**src/rtl/de2_70_ethernet_st_tx_arbiter.sv**
```systemverilog
// Two-sink Avalon-ST packet arbiter with round-robin grant on SOP, stray-beat draining in idle
// and saturating packet/drop statistics.
module de2_70_ethernet_st_tx_arbiter #(
  parameter int unsigned DATA_W  = 32,
  parameter int unsigned EMPTY_W = 2,
  parameter int unsigned CNT_W   = 16
) (
  input  logic               clk,
  input  logic               reset,

  input  logic               in0_valid,
  output logic               in0_ready,
  input  logic [DATA_W-1:0]  in0_data,
  input  logic               in0_error,
  input  logic               in0_startofpacket,
  input  logic               in0_endofpacket,
  input  logic [EMPTY_W-1:0] in0_empty,

  input  logic               in1_valid,
  output logic               in1_ready,
  input  logic [DATA_W-1:0]  in1_data,
  input  logic               in1_error,
  input  logic               in1_startofpacket,
  input  logic               in1_endofpacket,
  input  logic [EMPTY_W-1:0] in1_empty,

  output logic               out_valid,
  input  logic               out_ready,
  output logic [DATA_W-1:0]  out_data,
  output logic               out_error,
  output logic               out_startofpacket,
  output logic               out_endofpacket,
  output logic [EMPTY_W-1:0] out_empty,
  output logic               out_channel,

  output logic [CNT_W-1:0]   pkt_cnt0,
  output logic [CNT_W-1:0]   pkt_cnt1,
  output logic [CNT_W-1:0]   drop_cnt,
  output logic               busy
);

  typedef enum logic [1:0] {StIdle, StGrant0, StGrant1} state_e;

  state_e state_q, state_d;
  logic   last_grant_q, last_grant_d;

  logic sop0, sop1, done0, done1, stray0, stray1;

  assign sop0   = in0_valid & in0_startofpacket;
  assign sop1   = in1_valid & in1_startofpacket;
  assign done0  = (state_q == StGrant0) & in0_valid & out_ready & in0_endofpacket;
  assign done1  = (state_q == StGrant1) & in1_valid & out_ready & in1_endofpacket;
  assign stray0 = (state_q == StIdle) & in0_valid & ~in0_startofpacket;
  assign stray1 = (state_q == StIdle) & in1_valid & ~in1_startofpacket;

  always_ff @(posedge clk) begin
    if (reset) begin
      state_q      <= StIdle;
      last_grant_q <= 1'b1;
    end else begin
      state_q      <= state_d;
      last_grant_q <= last_grant_d;
    end
  end

  always_comb begin
    state_d      = state_q;
    last_grant_d = last_grant_q;
    case (state_q)
      StIdle: begin
        // On a tie the sink that did not win last time is served.
        if (sop0 && sop1) state_d = last_grant_q ? StGrant0 : StGrant1;
        else if (sop0)    state_d = StGrant0;
        else if (sop1)    state_d = StGrant1;
      end
      StGrant0: if (done0) begin
        state_d      = StIdle;
        last_grant_d = 1'b0;
      end
      StGrant1: if (done1) begin
        state_d      = StIdle;
        last_grant_d = 1'b1;
      end
      default: state_d = StIdle;
    endcase
  end

  always_comb begin
    out_valid         = 1'b0;
    out_data          = '0;
    out_error         = 1'b0;
    out_startofpacket = 1'b0;
    out_endofpacket   = 1'b0;
    out_empty         = '0;
    out_channel       = last_grant_q;
    in0_ready         = 1'b0;
    in1_ready         = 1'b0;
    busy              = 1'b0;
    case (state_q)
      StIdle: begin
        in0_ready = stray0 & ~reset;
        in1_ready = stray1 & ~reset;
      end
      StGrant0: begin
        out_valid         = in0_valid & ~reset;
        out_data          = in0_data;
        out_error         = in0_error;
        out_startofpacket = in0_startofpacket;
        out_endofpacket   = in0_endofpacket;
        out_empty         = in0_empty;
        out_channel       = 1'b0;
        in0_ready         = out_ready & ~reset;
        busy              = 1'b1;
      end
      StGrant1: begin
        out_valid         = in1_valid & ~reset;
        out_data          = in1_data;
        out_error         = in1_error;
        out_startofpacket = in1_startofpacket;
        out_endofpacket   = in1_endofpacket;
        out_empty         = in1_empty;
        out_channel       = 1'b1;
        in1_ready         = out_ready & ~reset;
        busy              = 1'b1;
      end
      default: ;
    endcase
  end

  function automatic logic [CNT_W-1:0] sat_add(input logic [CNT_W-1:0] cnt,
                                               input logic [1:0] inc);
    logic [CNT_W:0] sum;
    sum = {1'b0, cnt} + (CNT_W+1)'(inc);
    return sum[CNT_W] ? {CNT_W{1'b1}} : sum[CNT_W-1:0];
  endfunction

  always_ff @(posedge clk) begin
    if (reset) begin
      pkt_cnt0 <= '0;
      pkt_cnt1 <= '0;
      drop_cnt <= '0;
    end else begin
      pkt_cnt0 <= sat_add(pkt_cnt0, {1'b0, done0});
      pkt_cnt1 <= sat_add(pkt_cnt1, {1'b0, done1});
      drop_cnt <= sat_add(drop_cnt, {1'b0, stray0} + {1'b0, stray1});
    end
  end

endmodule

```
**config.mk**
```make
export PLATFORM = sky130hd
export DESIGN_NAME = de2_70_ethernet_st_tx_arbiter
export DESIGN_NICKNAME = d
export VERILOG_FILES = /design/src/rtl/de2_70_ethernet_st_tx_arbiter.sv
export SDC_FILE = /design/constraint.sdc
export NUM_CORES = 1
export LEC_CHECK = 0
export ABC_AREA = 0
export ABC_CLOCK_PERIOD_IN_PS = 3200
export CELL_PAD_IN_SITES_DETAIL_PLACEMENT = 0
export CELL_PAD_IN_SITES_GLOBAL_PLACEMENT = 2
export CORE_ASPECT_RATIO = 1.5
export CORE_MARGIN = 2
export CORE_UTILIZATION = 20
export CTS_BUF_LIST = sky130_fd_sc_hd__clkbuf_4 sky130_fd_sc_hd__clkbuf_8 sky130_fd_sc_hd__clkbuf_16
export CTS_CLUSTER_DIAMETER = 50
export CTS_CLUSTER_SIZE = 24
export DETAILED_ROUTE_END_ITERATION = 8
export PLACE_DENSITY_LB_ADDON = 0.05
export SYNTH_ARGS = -nofsm -noshare
export SYNTH_HDL_FRONTEND = slang
export SYNTH_SLANG_ARGS = --single-unit
```
**constraint.sdc**
```tcl
create_clock -name clk -period 3.2 [get_ports clk]
set_input_delay 0.64 -clock clk [delete_from_list [all_inputs] [get_ports clk]]
set_output_delay 0.64 -clock clk [all_outputs]
set_load 0.05 [all_outputs]
```
=== Word-level counts from Yosys, hierarchy flattened ===
Index checks and enable logic that the tools add are counted.

* Output and inout port bits: 90
* Latch bits: 0
* Bits in writable memories: 0
* Memories kept: 0
* Bits in read-only memories: 0
* Bits in registers: 51

* Shift-type cells: 0
* Muxes and demuxes: 23
* Reduce and logical (&&, ||, !) cells: 6
* Multipliers: 0
* $lt $le $gt $ge: 0
* Div/mod/pow operators: 0
* Equality and inequality tests: 5
* Bitwise operators: 20
* Add/sub/neg operators: 4

{| class="wikitable"
|+ Operators with widths
! kind !! count
|-
| 32-bit case mux with 2 select lines || 1
|-
| 16-bit two-way mux || 3
|-
| 16-bit by 1-bit adder with 17-bit output || 2
|-
| 16-bit by 2-bit adder with 17-bit output || 1
|-
| 1-bit bitwise AND || 17
|-
| 1-bit case mux with 2 select lines || 8
|-
| 2-bit two-way mux || 6
|-
| 2-bit case mux with 3 select lines || 1
|-
| 3-bit AND reduction || 2
|-
| 2-bit inequality test (second input constant) || 2
|-
| 4-bit by 3-bit inequality test with 1-bit output (second input constant) || 1
|-
| 2-bit case mux with 2 select lines || 1
|-
| 1-bit two-way mux || 3
|-
| 1-bit NOT || 3
|-
| 1-bit by 1-bit adder with 2-bit output || 1
|-
| 2-bit by 1-bit == test with 1-bit output (second input constant) || 1
|-
| 2-bit == test (second input constant) || 1
|-
| 2-bit zero test || 1
|-
| 2-bit nonzero test || 1
|-
| 2-bit OR reduction || 1
|-
| 1-bit logical AND || 1
|}

=== Longest topological paths before layout ===
* Depth in word-level cells: 6
* Mapped depth: 11
* Gate-level depth less buffers: 10

=== Worst setup path after synthesis ===
Ideal clock, no wire load.

* Path type: register to output
* From: reg state_q[0]
* To: out out_valid
* Buffers on the path: 0
* Setup slack: 350 ps
* Cell stages (with the launch flop): 4
* Arrival: 2210 ps
* Cell sequence: dfxtp_1 > inv_1 > ha_1 > nor3b_1

* Longest elaborated chain between the ends: 2

{| class="wikitable"
|+ Ends and longest elaborated chain
! element !! line !! source
|-
| start: declaration || 44 || <nowiki>state_e state_q, state_d;</nowiki>
|-
| start signal: assignment || 58 || <nowiki>state_q <= StIdle;</nowiki>
|-
| start signal: assignment || 61 || <nowiki>state_q <= state_d;</nowiki>
|-
| 2-bit == test or 2-bit by 1-bit == test with 1-bit output (tied branches) || 99 || <nowiki>case (state_q)</nowiki>
|-
| 1-bit case mux with 2 select lines (*) || 99 ||
|-
| end: declaration || 27 || <nowiki>output logic out_valid,</nowiki>
|}

Mark *: on every way between the ends. The rest lies on a longest branch, timed or not.

=== Worst setup path after layout ===
* From: reg state_q[0]
* To: out out_channel

* Longest elaborated chain between the ends: 2

{| class="wikitable"
|+ Ends and longest elaborated chain
! element !! line !! source
|-
| 2-bit == test or 2-bit by 1-bit == test with 1-bit output (tied branches) || 99 ||
|-
| 1-bit case mux with 2 select lines (*) || 99 ||
|-
| end: declaration || 34 || <nowiki>output logic out_channel,</nowiki>
|}

Marked as above.

==> summary.txt <==
Clocking
  • Clock buffers created by TritonCTS: 5
  • CTS tree: done
  • Number of buffers between clock root and the deepest sink: 2
  • Hold-fix buffers, CTS: 0
  • CTS HTree Levels: 2
  • Clock Root Buffer: clkbuf_16
  • Clock latency on the worst-skew pair: slightly below 0.3 ns
  • Count of instances resized after the clock tree is built: 0
  • Clock-pin slew reported for the worst setup and hold paths after clock tree synthesis: about 0.070 ns
  • Post-CTS setup buffers: 0
  • Number of sinks on the clock net: a little over 50

Power
  • Part of the total power dissipated in the clock network: 0.297
  • Power dissipated by switching net loads: 0.000730 W
  • Fraction of power spent switching nets: 0.341
  • Maximum vdd ir drop: ~0.25 mV
  • Part of the total power dissipated in combinational logic: 0.395
  • Power per cell area: 398 mW/mm2
  • Part of the total power dissipated in sequential elements: 0.308
  • Standby leakage power: about 1.9 nW
  • Design internal power: about 0.0014 W

Place
  • Total of buffers placed on input and output ports: around 170
  • Placer's final routability congestion estimate: just under 0.8
  • HPWL reported at the end of detailed placement: between 9000 and 10000 um
  • Post-placement worst setup slack: about 0.16 ns

STA
  • Headroom to the max-slew limit: 0.561
  • Hold_ws: about 0.54 ns
  • Min Tclk post-route: around 2.8 ns
  • Final setup fails: 0
  • Clock Skews: ~0.012 ns
  • Count of endpoints failing hold in the final timing report: 0
  • Total Negative Setup Slacks: 0 ns
  • Ratio of final minimum period to clock period: 0.876
  • Tightest Pin Transition: 0.659 ns
  • Fmax: 357 MHz
  • Setup repair after global routing missed its margin: false
  • Final critical-path setup slack: just under 0.4 ns
  • Max Slew Vio Count: 0

Floorplanning
  • Area enclosed by the die boundary: ~0.016 mm2
  • Standard cell core area: approximately 0.014 mm2
  • Die width: about 100 um
  • Number of core rows: 54
  • Total I/O pin count: 169
  • Height of the chip: between 150 and 200 um
  • Starting Density: 0.202

Setup path
  • Critical Path Source Type: register
  • Worst setup path class: register to output pin
  • CP Data Required Time: 2.56 ns
  • Kind of capture point of the worst setup path: output pin
  • Critical-path maximum fanout: 6
  • Arrival @ worst endpoint: between 2 and 2.5 ns

Synth
  • Synth Instances: ~340
  • Count of unique library cells instantiated by Yosys: 54
  • Total standard cell area after synthesis: around 0.0029 mm2
  • Async SR Flop Fraction: 0
  • Top post-synthesis cells by area: dfxtp_1, a22o_1, a21oi_1
  • Register area share after synthesis: 0.351
  • EDFF count, synth: 0
  • Synth Area per Inst: 8.63 um2
  • Top cell type's share of synthesized area: 0.351
  • Post-synthesis net count: ~430
  • Post-synthesis register bit count: between 50 and 60
  • Largest area contributor in the netlist: dfxtp_1
  • Synth Flop Type: dfxtp_1
  • Count of warnings emitted by yosys: 0

Routing
  • Total length of routed wires: between 10000 and 15000 um
  • Met3 WL post-DR: 726 um
  • Avg Vias per Cell: ~4.5
  • Remaining DRCs: 0
  • Antenna-violating nets left: 0
  • Iteration-0 DRC count of the detailed router: 65
  • TritonRoute pass-1 iters: 4
  • Met1 Wirelength: 4360 um
  • Via count of the routed design: 3181
  • Wire per inst: about 16 um
  • Met2 wire length: ~6400 um
  • Highest metal layer with signal wires: met4

GRT
  • Vias in the first global route: between 3000 and 4000
  • Antenna violations before repair: 0
  • Total global routing overflow: 0
  • Wire length of the first global-routing pass: 17500 um
  • Pin count of the biggest net entering global routing: between 50 and 60
  • Total routing resource utilization after global routing: 0.146

Final layout
  • Area growth from synthesis to layout: 84.9%
  • Layout net count: approximately 600
  • Layout cell share with drive strength beyond 1: 0.159
  • Combined area of the multi-input logic cells: ~0.0017 mm2
  • Fill count: around 1500
  • Number of diodes added for antenna fixing: 0
  • Leading cell type in the layout, fill and taps excluded: clkdlybuf4s50_1
  • Register cell area after layout: approximately 0.0010 mm2
  • Commonest non-fill, non-tap cells in the layout: clkdlybuf4s50_1, dfxtp_1, a22o_1, buf_12, a21oi_1

Status
  • Status: finished, final reports clean

Run
  • Max-Cap Viols: 0

Hold path
  • Min-Delay Path Class: register to register
cell type report:
cell class / instances / share of cell area
Timing Repair Buffer: 183 / 0.398
Clock inverter: 2 / 0.00722
Clock buffer: 6 / 0.0247
Inverter: 14 / 0.00978
Multi-Input combinational cell: 252 / 0.325
Tap cell: 196 / 0.0456
Sequential cell: 51 / 0.190
power groups by stage:
stage          registers (W)  logic [W]  clock network, W
2_1_floorplan       0.000700   0.000408                 0
3_3_place_gp        0.000675   0.000858                 0
3_5_place_dp        0.000675   0.000855                 0
4_1_cts             0.000660   0.000857          0.000661
5_1_grt             0.000662   0.000890          0.000685
6_report            0.000660   0.000845          0.000635
cell families (layout without fill, tap and decap cells):
family,count (synthesis),after routing,share of synthesized area
and+or+nand+nor,109,109,0.204
AOI/OAI and AO/OA,108,108,0.275
DFF,51,51,0.351
buffers and inverters,34,205,0.0486
xor gates and xnor gates,23,23,0.0693
adders and majority gates,9,9,0.0413
muxes,3,3,0.0108
synthesized netlist by cell type (all sizes together), types with 2 or more instances:
| cell type | number |
|---|---|
| xnor2 | 11 |
| a311oi | 2 |
| nand2 | 26 |
| nand4 | 12 |
| o21bai | 3 |
| o31ai | 2 |
| ha | 8 |
| a31o | 3 |
| xor2 | 12 |
| mux2i | 2 |
| and3 | 6 |
| dfxtp | 51 |
| a21oi | 42 |
| and2 | 2 |
| nor3 | 8 |
| inv | 14 |
| a211oi | 2 |
| and4 | 3 |
| nor3b | 2 |
| clkbuf | 15 |
| nor2 | 17 |
| nand3b | 3 |
| nand3 | 15 |
| or2 | 2 |
| nor4 | 3 |
| a31oi | 7 |
| a211o | 2 |
| a22o | 36 |
| buf | 5 |
| o21ai | 2 |
| or4 | 5 |
stage by stage:
step / cells / area, um2 / util / power (W)
global placement: 696 / 5200 / 0.362 / 0.00153
finish: 704 / 5380 / 0.374 / 0.00214
detailed placement: 696 / 5200 / 0.362 / 0.00153
floorplan: 337 / 2910 / - / 0.00111
CTS: 704 / 5380 / 0.374 / 0.00218
global route: 704 / 5380 / 0.374 / 0.00224
flip-flops by register name, summed over array words and instances, names as in the netlist:
| signal | cells |
|---|---|
| drop_cnt | 16 |
| pkt_cnt0 | 16 |
| pkt_cnt1 | 16 |
| state_q | 2 |
| last_grant_q | 1 |
worst paths after layout:
check,from,end,slack (ns),cells past startpoint
max,state_q[0],out_channel,0.40,4
min,drop_cnt[13],drop_cnt[13],0.54,2
min reg2reg,drop_cnt[13],drop_cnt[13],0.54,2
max reg2reg,state_q[0],pkt_cnt1[8],0.56,9
critical path, cell delays in order (launching register included):
cell and delay, ns:
dfxtp_1 0.33, inv_1 0.08, ha_1 0.38, mux2_2 0.35, clkdlybuf4s50_1 0.74
per-layer routing:
layer / vias up / track usage
met1: 1462 / 0.160
met4: 0 / 0.0240
met5: - / 0
met3: 6 / 0.0390
li1: 1601 / -
met2: 112 / 0.279
No activity file was read; power rests on OpenSTA's default activity.
